[src/rtl/pcs_fifo_wr_ctrl.sv]
// Write-side pointer controller for the 16-entry dual-clock PCS receive elastic FIFO.
// Owns the Gray write pointer, synchronizes the read pointer in, and registers full/level status.
module pcs_fifo_wr_ctrl #(
    parameter int unsigned ADDR_W       = 4,
    parameter int unsigned SYNC_STAGES  = 2,
    parameter int unsigned AFULL_THRESH = 12
) (
    input  logic              clk,
    input  logic              reset_n,
    input  logic              flush,
    input  logic              wr_valid,
    output logic              wr_ready,
    input  logic [ADDR_W:0]   rd_gptr_async,
    output logic              ram_we,
    output logic [ADDR_W-1:0] ram_waddr,
    output logic [ADDR_W:0]   wr_gptr,
    output logic              full,
    output logic              almost_full,
    output logic [ADDR_W:0]   level,
    output logic              ovf_err
);

    localparam int unsigned      PW        = ADDR_W + 1;
    localparam logic [ADDR_W:0]  AFULL_LVL = PW'(AFULL_THRESH);

    function automatic logic [ADDR_W:0] bin2gray(input logic [ADDR_W:0] b);
        return b ^ (b >> 1);
    endfunction

    function automatic logic [ADDR_W:0] gray2bin(input logic [ADDR_W:0] g);
        logic [ADDR_W:0] b;
        b = '0;
        for (int unsigned i = 0; i < PW; i++) begin
            b = b ^ (g >> i);
        end
        return b;
    endfunction

    logic [ADDR_W:0]                     wr_bin;
    logic [SYNC_STAGES-1:0][ADDR_W:0]    sync_q;
    logic [ADDR_W:0]                     rd_gsync;
    logic [ADDR_W:0]                     rd_bsync;
    logic                                accept;
    logic [ADDR_W:0]                     wr_bin_nxt;
    logic [ADDR_W:0]                     wr_gptr_nxt;
    logic [ADDR_W:0]                     level_nxt;
    logic                                full_nxt;
    logic                                afull_nxt;
    logic                                ovf_nxt;

    // rd_gptr_async is sampled only by the first synchronizer stage
    always_ff @(posedge clk or negedge reset_n) begin
        if (!reset_n) begin
            sync_q <= '0;
        end else begin
            sync_q <= {sync_q[SYNC_STAGES-2:0], rd_gptr_async};
        end
    end

    assign rd_gsync = sync_q[SYNC_STAGES-1];
    assign rd_bsync = gray2bin(rd_gsync);

    // reset_n and flush both veto the write so no RAM write lands during either
    assign accept    = wr_valid & ~full & ~flush & reset_n;
    assign ram_we    = accept;
    assign ram_waddr = wr_bin[ADDR_W-1:0];
    assign wr_ready  = ~full;

    always_comb begin
        wr_bin_nxt  = wr_bin;
        wr_gptr_nxt = '0;
        level_nxt   = '0;
        full_nxt    = 1'b0;
        afull_nxt   = 1'b0;
        ovf_nxt     = 1'b0;
        if (flush) begin
            wr_bin_nxt = '0;
        end else begin
            wr_bin_nxt = wr_bin + PW'(accept);
        end
        wr_gptr_nxt = bin2gray(wr_bin_nxt);
        if (!flush) begin
            full_nxt  = (wr_gptr_nxt == {~rd_gsync[ADDR_W:ADDR_W-1], rd_gsync[ADDR_W-2:0]});
            level_nxt = wr_bin_nxt - rd_bsync;
            afull_nxt = (level_nxt >= AFULL_LVL);
            ovf_nxt   = ovf_err | (wr_valid & full);
        end
    end

    always_ff @(posedge clk or negedge reset_n) begin
        if (!reset_n) begin
            wr_bin      <= '0;
            wr_gptr     <= '0;
            full        <= 1'b0;
            almost_full <= 1'b0;
            level       <= '0;
            ovf_err     <= 1'b0;
        end else begin
            wr_bin      <= wr_bin_nxt;
            wr_gptr     <= wr_gptr_nxt;
            full        <= full_nxt;
            almost_full <= afull_nxt;
            level       <= level_nxt;
            ovf_err     <= ovf_nxt;
        end
    end

endmodule

[config.mk]
export PLATFORM = sky130hd
export DESIGN_NAME = pcs_fifo_wr_ctrl
export DESIGN_NICKNAME = d
export VERILOG_FILES = /design/src/rtl/pcs_fifo_wr_ctrl.sv
export SDC_FILE = /design/constraint.sdc
export NUM_CORES = 1
export LEC_CHECK = 0
export CORE_MARGIN = 1.5
export CORE_UTILIZATION = 55
export CTS_BUF_LIST = sky130_fd_sc_hd__clkbuf_4
export DETAILED_ROUTE_END_ITERATION = 6
export MAX_ROUTING_LAYER = met4
export PLACE_DENSITY_LB_ADDON = 0.3
export SLEW_MARGIN = 10
export SYNTH_ARGS = -nofsm -noshare
export SYNTH_HDL_FRONTEND = slang
export SYNTH_SLANG_ARGS = --single-unit
[constraint.sdc]
create_clock -name clk -period 6.7 [get_ports clk]
set_input_delay 0.67 -clock clk [delete_from_list [all_inputs] [get_ports clk]]
set_output_delay 0.67 -clock clk [all_outputs]
set_load 0.02 [all_outputs]
==> flow_results.org <==
** Detailed routing
- Vias per cell :: 5.16
- In this run the remaining antenna-violating nets after routing total 0.
- Vias post-DR :: 789
- Wire per inst :: 13.2 um
- For this run, design rule violations remaining after detail routing come to 0.
- TritonRoute pass-1 iters :: 3
- The first routing iteration left 3 violations.
- Sum of routed wire length over all layers :: 2010 um

** Worst setup path
- Largest stage delay on the critical path :: 0.72 ns
- Data arrives at the worst endpoint at 3.79 ns.
- Cells traversed along the worst timing path :: clkdlybuf4s50_1 > nor4bb_1 > ha_1 > nor2b_1 > inv_1 > ha_1 > inv_1 > fa_1 > a21o_1 > a21oi_1 > xor2_1 > xnor2_1 > o21ai_0
- STA classifies the critical path startpoint as a primary input.
- For the worst setup path, the data required time is 6.90 ns.
- In this run the critical register-to-register path is captured at almost_full.
- Reg2reg path depth :: 12
- In this run the critical register-to-register path is launched from rd_gsync[4].
- In this run the register-to-register setup slack is 3.63 ns.
- Critical-path cell with the highest stage delay :: sky130_fd_sc_hd__clkdlybuf4s50_1
- The critical path is of the primary input to flip-flop type.
- Maximum fanout along the worst path :: 19
- Number of buffers and inverters on the critical path :: 3
- Category of the worst setup path capture point :: flip-flop
- Among cell families on the critical path, the largest total delay comes from adder cells.

** Layout
- Number of standard cells in the final layout excluding fillers :: 153
- Multi-input logic area :: 503 um^2
- Combined flip-flop and latch cell area :: 676 um^2
- Area growth from synthesis to layout :: 27.2%
- Layout fillers :: 136
- For this run, the share of the core covered by cells in the final layout is 76.3%.
- Net count, final :: 143
- Finished layout cell area :: 1540 um^2
- Layout cells sized above 1 :: 9.52%
- 0 antenna diodes ended up in the layout.

** Synth
- Counting flops with an async set or reset pin after synthesis yields a share of 100%.
- After synthesis, the mean cell area works out to 12.6 um^2.
- Number of distinct standard cells referenced by the synthesized netlist :: 30
- The synthesized design contains 27 register bits.
- Predominant post-synthesis flop cell :: sky130_fd_sc_hd__dfrtp_1
- Most common cell in the netlist :: sky130_fd_sc_hd__dfrtp_1
- Post-synth top cells :: 27 x sky130_fd_sc_hd__dfrtp_1, 10 x sky130_fd_sc_hd__xnor2_1, 8 x sky130_fd_sc_hd__nor2_1, 6 x sky130_fd_sc_hd__ha_1, 6 x sky130_fd_sc_hd__inv_1
- Share of the yosys chip area belonging to registers :: 55.7%
- Yosys printed 0 warnings.
- The number of nets in the synthesized netlist is 112.
- Top area cells in the synthesized netlist :: sky130_fd_sc_hd__dfrtp_1 56%, sky130_fd_sc_hd__xnor2_1 7.2%, sky130_fd_sc_hd__ha_1 6.2%
- Synthesis produced 96 cells.
- Summing every instance area after synthesis gives 1210 um^2.
- Share of the synthesized area in the top cell type :: 55.7%
- Leading area contributor after synthesis :: sky130_fd_sc_hd__dfrtp_1
- EDFF count, synth :: 0

** STA
- Hold slack final :: 0.365 ns
- Final-report hold violation count :: 0
- Of the available clock period, the critical path in the final layout requires 53.7%.
- Setup violations remaining at the end of the flow were counted as 0.
- Final critical-path setup slack :: 3.10 ns
- Setup total negative slack on the finished layout was measured at 0 ns.
- Maximum operating frequency :: 278 MHz
- The routed design could run at a clock period as short as 3.60 ns.
- Unrepaired setup endpoints after global routing :: false
- Setup skew after layout :: 0.00294 ns
- At the pin with the least slew margin, the transition time is 0.605 ns.
- The final max-slew violation count was 0.
- Worst max-slew margin expressed relative to the limit :: 59.5%

** Clock tree
- After clock tree synthesis, the clock-pin slew on the worst setup and hold paths is 0.14 ns.
- Number of buffers on the longest clock path :: 2
- At the later pin of the worst-skew pair, clock insertion delay measures 0.32 ns.
- The root buffer cell chosen for the clock tree is sky130_fd_sc_hd__clkbuf_4.
- Post-CTS Hold Fix Bufs :: 0
- Clock tree synthesis inserted a total of 3 buffers.
- Max H-tree Level :: 1
- Post-CTS Setup Bufs :: 0
- Cells resized by post-CTS repair :: 0
- Counting every sink on the clock net gives 27.
- CTS tree :: built

** Power and ir drop
- The worst-case IR drop observed on VDD is 0.227 mV.
- Dividing total power by cell area gives a power density of 210 nW/um^2.
- Power consumption :: 0.324 mW
- Static power due to leakage :: 0.686 nW

** Placed design
- DP Worst Slack :: 2.71 ns
- Half-perimeter wire length of the detailed placement result :: 1570 um
- The congestion estimate from routability-driven global placement came to 0.792.
- Input and output buffers added on the ports amount to 27.
- Counting tap cells, the placed design contains a total of 149 instances.
- Placement Cell Area :: 1510 um^2

** Floorplan
- Std-Cell Core Area :: 2020 um^2
- The floorplan has 16 rows.
- The die is 50.0 um wide.
- The floorplan step defined a die boundary enclosing 2500 um^2.
- Pin placement for this block handled 28 I/O pins.
- Floorplan die height :: 50.0 um
- The initial utilization of the core area, before any placement, comes to 60.0%.

** Global route
- Wire length of the first global-routing pass :: 3500 um
- Pin count of the biggest net entering global routing :: 30
- Antenna violations before repair :: 0
- The total overflow left after global routing is 0.
- For this run, the total global-route usage over all layers was measured as 19.7%.
- Number of global-route vias before repair :: 824

** Worst hold path
- Min-delay worst type :: flip-flop to flip-flop
- Hold path start :: sync_q[3]
- The worst hold path was traced through 0 stages.
- Hold path endpoint :: rd_gsync[3]

** Status
- The flow ran to the end, and the final reports show no timing, DRC or antenna violations.

** Job
- The tool flagged a number of max-cap violations equal to 0.
[worst reg2reg max path, delay by kind of cell (launching register included)]
family	cells	cell delay (ns)
AOI/OAI and AO/OA	3	0.45
buffers and inverters	1	0.06
adders and majority gates	2	0.59
DFF	1	0.46
xor gates and xnor gates	6	1.39
[routing by layer]
metal	up-vias	wire (um)	GRT usage, %
met5	-	0	-
met4	0	27	5.56
met3	4	79	4.85
met2	22	1080	35.3
met1	388	825	21.5
li1	375	-	-
[how the worst max path moves through the flow]
stage / start / endpoint / slack (ns) / cells after the start
2_1_floorplan: flush / almost_full / 3.46 / 13
3_3_place_gp: reset_n / almost_full / 2.79 / 14
3_5_place_dp: reset_n / almost_full / 2.71 / 14
4_1_cts: reset_n / almost_full / 3.06 / 14
5_1_grt: reset_n / almost_full / 2.81 / 13
6_report: flush / almost_full / 3.10 / 13
[layout make-up]
cell class / count / share of cell area (%)
Inverter: 6 / 1.46
Clock buffer: 4 / 1.95
Tap cell: 27 / 2.19
Sequential cell: 27 / 43.8
Timing Repair Buffer: 28 / 18.0
Multi-Input combinational cell: 61 / 32.6
[power breakdown]
group	total, mW	internal, mW	switching (mW)
logic	0.0736	0.0363	0.0373
registers	0.178	0.173	0.00408
clock network	0.0724	0.0273	0.0450
[cell families after synthesis]
group / Yosys count / synth area share [%]
and+or+nand+nor: 27 / 13.8
adders and majority gates: 7 / 7.84
buffers and inverters: 8 / 2.79
DFF: 27 / 55.7
AOI/OAI and AO/OA: 7 / 3.71
xor gates and xnor gates: 16 / 12.2
muxes: 4 / 3.92
[sequential cells by signal, indices dropped and copies added (netlist names)]
register	cells
level	5
rd_gsync	5
sync_q	5
wr_bin	5
wr_gptr	4
almost_full	1
full	1
ovf_err	1
[cell usage in the layout, fill, tap and decap left out, types with 2 or more instances in the layout]
cell,instances
sky130_fd_sc_hd__xnor2_1,10
sky130_fd_sc_hd__clkdlybuf4s50_1,27
sky130_fd_sc_hd__a21oi_1,2
sky130_fd_sc_hd__inv_1,6
sky130_fd_sc_hd__nor3b_1,2
sky130_fd_sc_hd__dfrtp_1,27
sky130_fd_sc_hd__clkbuf_4,4
sky130_fd_sc_hd__nand3_1,2
sky130_fd_sc_hd__mux2_2,2
sky130_fd_sc_hd__nor2_1,8
sky130_fd_sc_hd__nor4bb_1,2
sky130_fd_sc_hd__ha_1,6
sky130_fd_sc_hd__or4_1,2
sky130_fd_sc_hd__xor2_1,5
sky130_fd_sc_hd__nor2b_1,5
Power figures use the tool's default switching activity.
